--- config.mk ---
export PLATFORM = sky130hd
export DESIGN_NAME = cmul_partial_seq
export DESIGN_NICKNAME = d
export VERILOG_FILES = /design/src/rtl/cmul_partial_seq.sv
export SDC_FILE = /design/constraint.sdc
export NUM_CORES = 1
export LEC_CHECK = 0
export CORE_UTILIZATION = 53
export CTS_BUF_LIST = sky130_fd_sc_hd__clkbuf_8
export CTS_CLUSTER_DIAMETER = 40
export DETAILED_ROUTE_END_ITERATION = 8
export HOLD_SLACK_MARGIN = 0.02
export PLACE_DENSITY = 0.95
export SLEW_MARGIN = 20
export SYNTH_ARGS = -nofsm -noshare
export SYNTH_HDL_FRONTEND = slang
export SYNTH_SLANG_ARGS = --single-unit
--- constraint.sdc ---
create_clock -name i_clk -period 15.2 [get_ports i_clk]
set_clock_uncertainty 0.05 [all_clocks]
set_input_delay 1.52 -clock i_clk [delete_from_list [all_inputs] [get_ports i_clk]]
set_output_delay 1.52 -clock i_clk [all_outputs]
set_load 0.02 [all_outputs]
--- src/rtl/cmul_partial_seq.sv ---
// cmul_partial_seq
// Sequences the four partial products of a complex multiply through one
// shared combinational floating-point multiplier. A sample (x, w) is latched
// in IDLE. Four cycles M0..M3 then present one operand pair each to the
// multiplier and capture its same-cycle result. The four products are held
// in HOLD until the downstream stage accepts them. The block does no
// arithmetic of its own: products pass through bit-exact.
//
// Ports
//   i_clk, i_rst        clock, asynchronous active-high reset
//   i_valid / o_ready   input handshake (accepted only in IDLE)
//   i_x_re, i_x_im      complex data sample
//   i_w_re, i_w_im      complex twiddle factor
//   o_mul_a, o_mul_b    operands to the shared multiplier (zero when unused)
//   i_mul_res           same-cycle product from that multiplier
//   o_valid / i_ready   output handshake (asserted only in HOLD)
//   o_p_rr, o_p_ii      x_re*w_re, x_im*w_im
//   o_p_ri, o_p_ir      x_re*w_im, x_im*w_re
module cmul_partial_seq #(
    parameter int SIZE_DATA = 32
) (
    input  logic                 i_clk,
    input  logic                 i_rst,
    input  logic                 i_valid,
    output logic                 o_ready,
    input  logic [SIZE_DATA-1:0] i_x_re,
    input  logic [SIZE_DATA-1:0] i_x_im,
    input  logic [SIZE_DATA-1:0] i_w_re,
    input  logic [SIZE_DATA-1:0] i_w_im,
    output logic [SIZE_DATA-1:0] o_mul_a,
    output logic [SIZE_DATA-1:0] o_mul_b,
    input  logic [SIZE_DATA-1:0] i_mul_res,
    output logic                 o_valid,
    input  logic                 i_ready,
    output logic [SIZE_DATA-1:0] o_p_rr,
    output logic [SIZE_DATA-1:0] o_p_ii,
    output logic [SIZE_DATA-1:0] o_p_ri,
    output logic [SIZE_DATA-1:0] o_p_ir
);

    typedef enum logic [2:0] {
        IDLE = 3'd0,
        M0   = 3'd1,
        M1   = 3'd2,
        M2   = 3'd3,
        M3   = 3'd4,
        HOLD = 3'd5
    } state_t;

    state_t state_r, state_nxt_s;
    logic   accept_s;
    logic   ready_r, valid_r;

    logic [SIZE_DATA-1:0] x_re_r, x_im_r, w_re_r, w_im_r;
    logic [SIZE_DATA-1:0] mul_a_r, mul_b_r, mul_a_nxt_s, mul_b_nxt_s;
    logic [SIZE_DATA-1:0] p_rr_r, p_ii_r, p_ri_r, p_ir_r;

    // Next-state logic and input-accept decode
    always_comb begin
        state_nxt_s = state_r;
        accept_s    = 1'b0;
        case (state_r)
            IDLE: begin
                if (i_valid) begin
                    accept_s    = 1'b1;
                    state_nxt_s = M0;
                end else begin
                    state_nxt_s = IDLE;
                end
            end
            M0:      state_nxt_s = M1;
            M1:      state_nxt_s = M2;
            M2:      state_nxt_s = M3;
            M3:      state_nxt_s = HOLD;
            HOLD: begin
                if (i_ready) begin
                    state_nxt_s = IDLE;
                end else begin
                    state_nxt_s = HOLD;
                end
            end
            default: state_nxt_s = IDLE;
        endcase
    end

    // Operand pair for the state being entered. The multiplier operands are
    // registered, so the pair for M0 comes straight from the inputs (the
    // latches are not yet loaded), later pairs come from the latches.
    always_comb begin
        mul_a_nxt_s = {SIZE_DATA{1'b0}};
        mul_b_nxt_s = {SIZE_DATA{1'b0}};
        case (state_r)
            IDLE: begin
                if (i_valid) begin
                    mul_a_nxt_s = i_x_re;
                    mul_b_nxt_s = i_w_re;
                end else begin
                    mul_a_nxt_s = {SIZE_DATA{1'b0}};
                    mul_b_nxt_s = {SIZE_DATA{1'b0}};
                end
            end
            M0: begin
                mul_a_nxt_s = x_im_r;
                mul_b_nxt_s = w_im_r;
            end
            M1: begin
                mul_a_nxt_s = x_re_r;
                mul_b_nxt_s = w_im_r;
            end
            M2: begin
                mul_a_nxt_s = x_im_r;
                mul_b_nxt_s = w_re_r;
            end
            default: begin
                mul_a_nxt_s = {SIZE_DATA{1'b0}};
                mul_b_nxt_s = {SIZE_DATA{1'b0}};
            end
        endcase
    end

    // State register with handshake flags decoded from the next state
    always_ff @(posedge i_clk or posedge i_rst) begin
        if (i_rst) begin
            state_r <= IDLE;
            ready_r <= 1'b1;
            valid_r <= 1'b0;
        end else begin
            state_r <= state_nxt_s;
            ready_r <= (state_nxt_s == IDLE);
            valid_r <= (state_nxt_s == HOLD);
        end
    end

    // Sample latch, loaded only when a sample is accepted
    always_ff @(posedge i_clk or posedge i_rst) begin
        if (i_rst) begin
            x_re_r <= {SIZE_DATA{1'b0}};
            x_im_r <= {SIZE_DATA{1'b0}};
            w_re_r <= {SIZE_DATA{1'b0}};
            w_im_r <= {SIZE_DATA{1'b0}};
        end else if (accept_s) begin
            x_re_r <= i_x_re;
            x_im_r <= i_x_im;
            w_re_r <= i_w_re;
            w_im_r <= i_w_im;
        end
    end

    // Registered multiplier operands
    always_ff @(posedge i_clk or posedge i_rst) begin
        if (i_rst) begin
            mul_a_r <= {SIZE_DATA{1'b0}};
            mul_b_r <= {SIZE_DATA{1'b0}};
        end else begin
            mul_a_r <= mul_a_nxt_s;
            mul_b_r <= mul_b_nxt_s;
        end
    end

    // Product capture: each register loads only in its own M state
    always_ff @(posedge i_clk or posedge i_rst) begin
        if (i_rst) begin
            p_rr_r <= {SIZE_DATA{1'b0}};
            p_ii_r <= {SIZE_DATA{1'b0}};
            p_ri_r <= {SIZE_DATA{1'b0}};
            p_ir_r <= {SIZE_DATA{1'b0}};
        end else begin
            case (state_r)
                M0:      p_rr_r <= i_mul_res;
                M1:      p_ii_r <= i_mul_res;
                M2:      p_ri_r <= i_mul_res;
                M3:      p_ir_r <= i_mul_res;
                default: p_rr_r <= p_rr_r;
            endcase
        end
    end

    assign o_ready = ready_r;
    assign o_valid = valid_r;
    assign o_mul_a = mul_a_r;
    assign o_mul_b = mul_b_r;
    assign o_p_rr  = p_rr_r;
    assign o_p_ii  = p_ii_r;
    assign o_p_ri  = p_ri_r;
    assign o_p_ir  = p_ir_r;

endmodule

==> impl_metrics.toml <==
[sta]
finalSetupTns_ns = 0
rsz0062_at_grt = "no"
setup_viol = 0
fmax_mhz = 307.1
fin_crit_ns = 3.256
maxSlewHeadroom = 0.3161
finalCritPeriodShare = 0.2142
maxSlewViolCount = 0
worst_pin_slew_ns = 1.026
finalHoldViolations = 0

[logic_synthesis]
synth.mux.area_fraction = 0.1149
synthAdderAreaFrac = 0
synthCells = 1012
synth_compound_area_frac = 0.07030
netlist-cell-type-count = 28
synthTopCellsByArea = "dfrtp_1 65%, mux2_2 11%, nand2_1 8.9%"
synth.ff_latch_count = 325
synth_area_um2 = 12550
synth_fp_nets = 1176
synth-xor-area-share = 0.0006980
syn_area_per_cell_um2 = 12.40
yosys_warnings = 0
synth_top_family_by_area = "simple AND/OR/NAND/NOR gates"
synth_top_area_frac = 0.6462
ys_seq_area_frac = 0.6483
synth_top_area_cell = "dfrtp_1"
synthSimpleGateAreaFrac = 0.1307

[power]
power_leakage_nw = 8.233
comb_power_share = 0.436
netSwitchingPower_mw = 1.445
seqPwrFrac = 0.376
swShare = 0.3636
p_int_mw = 2.529
peakVddDrop_uv = 115.8
clkPwrFrac = 0.188
cellPowerDensity_nw_per_um2 = 229.6

[worst_setup_path]
crit_arrival_ns = 3.70
cp.required_ns = 15.65
critPathKind = "input port to flip-flop"
endpoint_kind = "flip-flop"
start_kind = "input port"
cp_max_fo = 105

[global_route]
grt.total_usage = 0.2837
gr-total-overflow = 0
grt_pass1_wl_mm = 53.23
grt_start_max_net_pins = 106
antenna_found_initial = 1
grt_pass1_vias = 9826

[cts]
clkTransAtPathRegs_ns = 0.06
cts_made_buffers = 51
ctsHoldBuffers = 0
clock-sinks = 325
post_cts_resized = 0
cts_max_level = 2
cts_buffer_depth = 3
root_buffer = "clkbuf_8"
cts_tree = "yes"
insertion_delay_ns = 0.56
post-cts-setup-buffer-count = 0

[floorplan]
die-area_um2 = 24290
initial_utilization = 0.5475
fp.coreArea_um2 = 22920
ios = 358
die_x_um = 155.9
die_height_um = 155.9
fp-row-count = 55

[cells_and_area]
fill_cells = 1395
layout-drive-gt1-share = 0.1590
layout_commonest_cell = "clkdlybuf4s50_1"
layout.nets = 1536
synthToLayoutAreaGrowth_pct = 37.93
most-common-layout-cells = "357 x clkdlybuf4s50_1, 323 x dfrtp_1, 297 x nand2_1, 128 x mux2_2, 65 x clkbuf_8"
finalInstanceArea_um2 = 17310

[drt]
ant_nets = 0
wl_per_cell_um = 19.53
post_drt_via_cell_ratio = 5.316
vias = 9159
drc = 0
drt_iter0_drc = 577
firstDrtPassIters = 6
drt_wl_total_mm = 33.64

[placement]
portBuffers = 357
place_congestion = 0.8278
dp_hpwl_mm = 21.89
post_dp_cell_area_um2 = 16220

[worst_hold_path]
hold_class = "flip-flop to flip-flop"

[status]
status = "finished clean"

[flow_run]
maxCapViolCount = 0
## power groups by stage
stage / clock network [mW] / registers, mW / logic (mW)
6_report: 0.747 / 1.49 / 1.73
5_1_grt: 0.798 / 1.53 / 1.85
4_1_cts: 0.756 / 1.49 / 1.74
3_5_place_dp: 0 / 1.49 / 1.72
3_3_place_gp: 0 / 1.47 / 1.65
2_1_floorplan: 0 / 1.74 / 0.732
## cell usage after synthesis
cell type	number
a221o_1	32
and2_1	33
o21ai_0	22
nor2_1	2
buf_2	21
clkbuf_2	1
nor3b_1	1
a21o_1	32
nor2b_1	1
o21ai_1	5
nor3b_2	1
xnor2_1	1
a21oi_1	28
mux2_2	128
and3b_1	27
buf_4	11
inv_1	2
nand2b_1	1
dfstp_2	1
o41ai_1	1
or4b_4	1
clkbuf_1	16
nor2b_4	1
buf_6	16
dfrtp_1	324
nand2_1	297
a22oi_1	5
nor4b_2	1
## per-stage QoR
stage	util	power, mW	instances	setup WS (ns)	hold WS (ns)
floorplan	-	2.476	1012	4.634	0.3887
global placement	0.7079	3.122	1631	11.46	0.4005
detailed placement	0.7079	3.215	1631	11.41	0.4068
CTS	0.7538	3.981	1721	11.93	0.4243
global route	0.7551	4.180	1722	11.85	0.4457
finish	0.7552	3.973	1723	11.94	0.4222
## area by class of cell
type / instances / area, um2 / share of cell area
Timing Repair Buffer: 372 / 3710 / 0.2144
Tap cell: 313 / 391.6 / 0.02263
Inverter: 2 / 15.01 / 0.0008676
Antenna cell: 1 / 2.502 / 0.0001446
Multi-Input combinational cell: 620 / 4003 / 0.2313
Sequential cell: 325 / 8135 / 0.4701
Clock inverter: 25 / 155.1 / 0.008965
Clock buffer: 65 / 894.6 / 0.05169
## critical path, stage by stage
cell and delay (ns):
clkdlybuf4s50_1 0.52, nor4b_4 0.31, buf_4 0.81, and2_1 0.31, a221o_1 0.15
## kinds of logic (layout without fill, tap and decap cells)
| family | count (synthesis) | in the layout |
|---|---|---|
| and+or+nand+nor | 366 | 366 |
| DFF | 325 | 325 |
| muxes | 128 | 128 |
| AOI/OAI and AO/OA | 125 | 125 |
| buffers and inverters | 67 | 464 |
| xor gates and xnor gates | 1 | 1 |
| other | 0 | 1 |
## final timing paths
kind | start | to | slack (ns) | cells after the start
max | i_valid | o_mul_b[23] | 11.94 | 5
min | x_re_r[11] | x_re_r[11] | 0.42 | 2
max reg2reg | state_r[0] | x_im_r[25] | 12.48 | 5
min reg2reg | x_re_r[11] | x_re_r[11] | 0.42 | 2
max in group asynchronous | i_rst | o_mul_a[24] | 12.25 | 3
min in group asynchronous | i_rst | o_p_ir[0] | 1.45 | 2
## sequential cells by signal, summed over array words and instances (netlist names)
| name | flops |
|---|---|
| state_r | 3 |
| o_p_ir | 32 |
| w_re_r | 32 |
| o_p_rr | 32 |
| x_im_r | 32 |
| w_im_r | 32 |
| o_valid | 1 |
| o_mul_a | 32 |
| x_re_r | 32 |
| o_ready | 1 |
| o_p_ii | 32 |
| o_mul_b | 32 |
| o_p_ri | 32 |
## metal layers
| metal | track usage | routed length, um |
|---|---|---|
| met2 | 0.4957 | 17370 |
| met5 | 0 | 0 |
| met4 | 0.1242 | 1252 |
| met3 | 0.07750 | 2567 |
| met1 | 0.3262 | 12450 |
Power figures use the tool's default switching activity.
